File: config.mk
export PLATFORM = sky130hd
export DESIGN_NAME = proc_core_param
export DESIGN_NICKNAME = d
export VERILOG_FILES = /design/src/rtl/proc_core_param.sv
export SDC_FILE = /design/constraint.sdc
export NUM_CORES = 1
export LEC_CHECK = 0
export ABC_AREA = 0
export CAP_MARGIN = 20
export CELL_PAD_IN_SITES_DETAIL_PLACEMENT = 0
export CELL_PAD_IN_SITES_GLOBAL_PLACEMENT = 1
export CORE_UTILIZATION = 48
export DETAILED_ROUTE_END_ITERATION = 8
export PLACE_DENSITY = 0.84
export SLEW_MARGIN = 0
export SYNTH_ARGS = -nofsm -noshare
export SYNTH_HDL_FRONTEND = slang
export SYNTH_SLANG_ARGS = --single-unit
File: constraint.sdc
create_clock -name clock -period 4.8 [get_ports clock]
set_input_delay 0.96 -clock clock [delete_from_list [all_inputs] [get_ports clock]]
set_output_delay 0.96 -clock clock [all_outputs]
set_load 0.01 [all_outputs]
File: src/rtl/proc_core_param.sv
// Parametrised multi-cycle processor core: register file, A/G temporaries and a
// four-state control FSM with a valid/ready instruction handshake and ALU flags.
module proc_core_param #(
  parameter int DATA_W = 16,
  parameter int NREG   = 8,
  localparam int RA    = $clog2(NREG)
) (
  input  logic              clock,
  input  logic              resetn,
  input  logic [2*RA+2:0]   iin,
  input  logic [DATA_W-1:0] imm,
  input  logic              iin_valid,
  output logic              iin_ready,
  output logic [DATA_W-1:0] OutputProcessor,
  output logic              out_valid,
  output logic              done,
  output logic              flag_z,
  output logic              flag_n,
  output logic              flag_c
);

  localparam logic [2:0] OP_MV  = 3'b000;
  localparam logic [2:0] OP_MVI = 3'b001;
  localparam logic [2:0] OP_ADD = 3'b010;
  localparam logic [2:0] OP_SUB = 3'b011;
  localparam logic [2:0] OP_OUT = 3'b100;
  localparam logic [2:0] OP_AND = 3'b101;
  localparam logic [2:0] OP_SLT = 3'b110;

  localparam logic [1:0] S_IDLE = 2'd0;
  localparam logic [1:0] S_T1   = 2'd1;
  localparam logic [1:0] S_T2   = 2'd2;
  localparam logic [1:0] S_T3   = 2'd3;

  logic [1:0]        state_q, state_d;
  logic [2*RA+2:0]   ir_q;
  logic [DATA_W-1:0] imm_q;
  logic [DATA_W-1:0] a_q, g_q;
  logic [DATA_W-1:0] out_q;
  logic              fz_q, fn_q, fc_q;
  logic [DATA_W-1:0] regs_q [NREG];

  logic [2:0]        op;
  logic [RA-1:0]     rx, ry;
  logic [DATA_W-1:0] rx_val, ry_val;
  logic [DATA_W:0]   alu_res;
  logic              is_alu;

  // Bit DATA_W of the result carries the carry-out (or no-borrow for SUB).
  function automatic logic [DATA_W:0] alu_f(input logic [2:0] f_op,
                                            input logic [DATA_W-1:0] a,
                                            input logic [DATA_W-1:0] b);
    logic [DATA_W:0] r;
    r = '0;
    case (f_op)
      OP_ADD:  r = {1'b0, a} + {1'b0, b};
      OP_SUB:  r = {1'b0, a} + {1'b0, ~b} + {{DATA_W{1'b0}}, 1'b1};
      OP_AND:  r = {1'b0, a & b};
      OP_SLT:  r = {{DATA_W{1'b0}}, ($signed(a) < $signed(b))};
      default: r = '0;
    endcase
    return r;
  endfunction

  assign op      = ir_q[2*RA+2 -: 3];
  assign rx      = ir_q[2*RA-1 -: RA];
  assign ry      = ir_q[RA-1:0];
  assign rx_val  = regs_q[rx];
  assign ry_val  = regs_q[ry];
  assign is_alu  = (op == OP_ADD) || (op == OP_SUB) || (op == OP_AND) || (op == OP_SLT);
  assign alu_res = alu_f(op, a_q, ry_val);

  assign iin_ready       = (state_q == S_IDLE);
  assign done            = ((state_q == S_T1) && !is_alu) || (state_q == S_T3);
  assign out_valid       = (state_q == S_T1) && (op == OP_OUT);
  assign OutputProcessor = out_q;
  assign flag_z          = fz_q;
  assign flag_n          = fn_q;
  assign flag_c          = fc_q;

  always_comb begin
    state_d = state_q;
    case (state_q)
      S_IDLE:  if (iin_valid) state_d = S_T1;
      S_T1:    state_d = is_alu ? S_T2 : S_IDLE;
      S_T2:    state_d = S_T3;
      default: state_d = S_IDLE;
    endcase
  end

  always_ff @(posedge clock or negedge resetn) begin
    if (!resetn) begin
      state_q <= S_IDLE;
      ir_q    <= '0;
      imm_q   <= '0;
      a_q     <= '0;
      g_q     <= '0;
      out_q   <= '0;
      fz_q    <= 1'b0;
      fn_q    <= 1'b0;
      fc_q    <= 1'b0;
      for (int i = 0; i < NREG; i++) regs_q[i] <= '0;
    end else begin
      state_q <= state_d;
      if (iin_ready && iin_valid) begin
        ir_q  <= iin;
        imm_q <= imm;
      end
      case (state_q)
        S_T1: begin
          case (op)
            OP_MV:   regs_q[rx] <= ry_val;
            OP_MVI:  regs_q[rx] <= imm_q;
            OP_OUT:  out_q      <= rx_val;
            default: if (is_alu) a_q <= rx_val;
          endcase
        end
        S_T2: begin
          g_q  <= alu_res[DATA_W-1:0];
          fc_q <= alu_res[DATA_W];
          fz_q <= (alu_res[DATA_W-1:0] == '0);
          fn_q <= alu_res[DATA_W-1];
        end
        S_T3:    regs_q[rx] <= g_q;
        default: ;
      endcase
    end
  end

endmodule

# Yosys cells after proc, flatten, opt, wreduce, memory -nomap -nowiden
# Index checks and enable logic that the tools add are counted.
# totals
inputBits,28
ff_bits,206
# op_classes
n_eq_ne,11
n_bitwise,5
reduce_logical,17
add_sub_neg,3
n_lt_le_gt_ge,4
n_mux,17
# op_table
op,count
$pmux W128 S2,2
$bwmux W128,3
$bmux W16 S3,2
$mux W16,5
$pmux W17 S4,1
$demux W16 S3,1
$add A16 B16 Y17,2
$add A17 B1 Y17 const B,1
$and A16 B16 Y16,1
$logic_not A16 Y1,1
$lt A16 B16 Y1,1
$not A16 Y16,1
$eq A3 B3 Y1 const B,3
$ge A4 B4 Y1 const B,2
$not A3 Y4,2
$eq A3 B2 Y1 const B,2
$pmux W2 S3,1
$eq A2 B2 Y1 const B,2
$logic_and A1 B1 Y1,4
$logic_or A1 B1 Y1,4
$lt A4 B1 Y1 const B,1
$mux W2,2
$reduce_and A2 Y1,2
$eq A3 B1 Y1 const B,1
other kinds (10),10

# Longest topological paths before layout
# depth
ltp_word,9
mapped_depth,15

# Least setup slack after synthesis
# Ideal clock, no wire load.
# synth_path
kind,register to register
start,register ir_q[0]
end,"register fz_q, in the netlist flag_z"
setup_ps,104
arrival_ps,3927
n_path_buf,2
synth_period_minus_slack_ps,4031
slack_ps,769
path_stages_with_launch,15
required_ps,4696
path_cell_list,dfrtp_1 > clkbuf_1 > buf_2 > mux4_2 > mux2i_1 > inv_1 > ha_1 > or4_1 > o21bai_2 > inv_1 > a221o_1 > xnor2_1 > a221oi_1 > nand4_1 > o41ai_2
# synth_between
elab_chain_cells,9
word_cells_on_any_way,12
# synth_rtl
element,line,text
"start, declared",36,logic [2*RA+2:0] ir_q;
"start signal, assigned",106,ir_q <= iin;
$not A3 Y4 (implied by the code) *,69,assign ry_val = regs_q[ry];
$bmux W16 S3 *,69,
$mux W16 (implied by the code) * (2 in series),69,
$not A16 Y16,57,"OP_SUB: r = {1'b0, a} + {1'b0, ~b} + {{DATA_W{1'b0}}, 1'b1};"
$add A16 B16 Y17,57,
$add A17 B1 Y17,57,
$pmux W17 S4 *,55,case (f_op)
$logic_not A16 Y1 *,121,fz_q <= (alu_res[DATA_W-1:0] == '0);
"end signal, assigned",121,
"end, declared",40,"logic fz_q, fn_q, fc_q;"
# Every way passes the cells marked *; elsewhere a longest branch is shown, timed or not. The select of a mux whose other input is x is not followed.
# A chain may end at the register's enable or synchronous reset.

# Final worst setup path
# Same ends and word-level chain as after synthesis.

==> impl_metrics.csv <==
group,metric,value,unit
logic_synthesis,synth_enable_flop_cells,0,
logic_synthesis,synth-async-reset-ratio,100,%
sta,rsz0062_at_grt,"no",
setup_path,crit_fanout,17,
sta,fin_ws,309,ps
setup_path,crit_family,"compound AO/OA/AOI/OAI gates",
layout,area.growth.synth_to_final,15.5,%
global_route,grt.overflow.total,0,
logic_synthesis,muxShareOfSynthArea,11.4,%
logic_synthesis,yosys_warnings,0,
clock_tree,htreeDepth,1,
place,port-buffer-count,49,
logic_synthesis,synth.area.top_cells,"dfrtp_1 45%, o21ai_0 7.1%, mux4_2 6.4%",
sta,period_minus_slack,4490,ps
sta,setup_tns,0,ps
route,drt-met1-wl,14500,um
status,status,"finished clean",
sta,relSlewSlack,30.5,%
route,drtIter0Drc,650,
place,dp_slack,360,ps
floorplan,die_h,156,um
clock_tree,clockBufferDepth,3,
layout,final_util,57.1,%
sta,fin_skew,18.8,ps
global_route,grt_max_degree,106,
place,gp_congestion,1.02,
logic_synthesis,ys.flop_type,"dfrtp_1",
logic_synthesis,synth.avg_cell_area,9.74,sq um
logic_synthesis,synth_compound_area_share,21.6,%
route,ant_nets,0,
clock_tree,post_cts_resize_count,0,
logic_synthesis,synth_xor_area_share,1.00,%
logic_synthesis,yosys.area_share.adder,4.33,%
layout,layout.nets,1259,
global_route,antenna_found_initial,1,
logic_synthesis,synth_area_leader_cell,"dfrtp_1",
setup_path,crit_required,5210,ps
logic_synthesis,synth_top_family_by_area,"compound AO/OA/AOI/OAI gates",
clock_tree,cts_tree,"built",
clock_tree,clock_latency,520,ps
logic_synthesis,ys_ff_latch,205,
setup_path,cp-end-kind,"flop",
sta,fmax,223,MHz
logic_synthesis,yosys.area.top_type_share,45.3,%
logic_synthesis,yosysSeqAreaShare,45.3,%
pwr,ir_drop,0.275,mV
route,drc,0,
route,vias,9160,
clock_tree,hold_buffers,0,
floorplan,dieArea,24200,sq um
floorplan,rows,55,
route,wl_met2,16000,um
sta,setup_viol,0,
setup_path,cp_slowest_cell,"dfrtp_2",
setup_path,slowest_delay,710,ps
route,highest_layer,"met5",
setup_path,path_cells,"buf_4 -> mux4_2 -> mux2i_1 -> buf_4 -> inv_1 -> ha_1 -> nor2b_1 -> or4_1 -> o21bai_2 -> inv_1 -> a221o_1 -> xnor2_1 -> a221oi_1 -> nand4_1 -> o41ai_2",
global_route,grt_pass1_vias,9298,
floorplan,core,22900,sq um
logic_synthesis,synth_area,11300,sq um
logic_synthesis,synth-simple-area-share,12.7,%
floorplan,initial_core_util,49.5,%
layout,drive_above_1_share,12.6,%
route,wire_per_inst,22.2,um
clock_tree,cts_setup_buffers,0,
pwr,p_per_area,775,nW/um^2
layout,antenna_cells,0,
logic_synthesis,netlist_instances,1164,
clock_tree,cts_num_sinks,205,
layout,layout_common_cells,"204 x dfrtp_1, 186 x nand2_1, 160 x o21ai_0, 67 x nor2_1, 59 x a21oi_1",
route,via_per_inst,6.01,
sta,tightest_slew,1040,ps
global_route,grt_pass1_wl,52900,um
setup_path,arrival,4900,ps
setup_path,cp-start-kind,"flop",
hold_path,hp-class,"flop to flop",
route,wl,33800,um
run,maxCapViolCount,0,
route,dr_wl_met3,2260,um
setup_path,critical_path_class,"flop to flop",
logic_synthesis,ys_types,69,
clock_tree,clk_pin_slew,60,ps
place,dp_hpwl,23300,um
sta,hold_violations,0,
sta,drv_slew,0,
route,drt-pass1-iter-count,5,
clock_tree,cts_buffers,23,
clock_tree,cts-root-buf,"clkbuf_16",
sta,timing.final.crit_share,93.6,%
global_route,grt_usage,28.7,%
layout,final_common_cell,"dfrtp_1",
pwr,leakage,5.67,nW
floorplan,die_width,156,um
floorplan,ios,50,
logic_synthesis,syn_nets,1230,
setup_path,crit_buf_inv,4,
-- where the power goes --
part | total [W] | leakage, nW | internal (W) | switching [W]
sequential | 0.00298 | 2.69 | 0.00235 | 0.000624
combinational | 0.00537 | 2.60 | 0.00215 | 0.00321
clock | 0.00181 | 0.383 | 0.00109 | 0.000712
total | 0.0102 | 5.67 | 0.00560 | 0.00455
-- stage by stage --
step	std cells	total power (W)	instance area, sq um	hold WS, ps
global route	1523	0.0108	13100	494
detailed placement	1476	0.00823	12200	461
floorplan	1164	0.00643	11300	450
CTS	1518	0.0101	13000	482
finish	1523	0.0102	13100	478
global placement	1474	0.00811	12200	463
-- worst paths after layout --
kind                               to  cells past startpoint  slack [ps]    start
max                            flag_z                     15         310  ir_q[0]
min                            flag_z                      2         480   flag_z
max reg2reg                    flag_z                     15         310  ir_q[0]
min reg2reg                    flag_z                      2         480   flag_z
max in group asynchronous     g_q[11]                      2        3250   resetn
min in group asynchronous  regs_q[74]                      1         530   resetn
-- worst register-to-register path, stage by stage (launching register included) --
cell,delay [ps]
dfrtp_2,710
buf_4,290
mux4_2,500
mux2i_1,260
buf_4,200
inv_1,40
ha_1,220
nor2b_1,150
or4_1,440
o21bai_2,210
inv_1,70
a221o_1,390
xnor2_1,140
a221oi_1,320
nand4_1,160
o41ai_2,280
-- synthesized netlist by cell type, types with 22 or more instances --
master	instances
a211oi_1	22
dfrtp_1	205
nand2_1	186
mux4_2	32
inv_1	32
mux2i_1	22
ha_1	36
nor2_1	67
o21ai_0	160
a221oi_1	23
a22oi_1	34
mux2_2	31
a21oi_1	59
clkbuf_1	70
-- layout make-up --
cell class              count  area [sq um]
fillers                  2047          9820
multi-input cells         846          5810
flip-flops and latches    205          5130
repair buffers             83           865
clock buffers              32           639
well taps                 313           392
clock inverters            10           133
inverters                  34           128
-- state kept, by name, summed over array words and instances, names as in the netlist --
name	cells
g_q	16
regs_q	128
flag_z	1
state_q	2
a_q	16
OutputProcessor	16
imm_q	16
ir_q	9
flag_c	1
-- routing by layer --
layer	GRT usage [%]	vias up
met2	46.7	323
met1	39.1	4495
met4	11.0	2
li1	-	4277
met3	3.83	63
met5	0	-
-- logic make-up (layout without fill, tap and decap cells) --
| family | Yosys count | after routing |
|---|---|---|
| AOI/OAI and AO/OA | 383 | 383 |
| and+or+nand+nor | 327 | 327 |
| DFF | 205 | 205 |
| buffers and inverters | 113 | 159 |
| muxes | 85 | 85 |
| adders and majority gates | 38 | 38 |
| xor gates and xnor gates | 13 | 13 |
(Power assumes the default switching activity.)
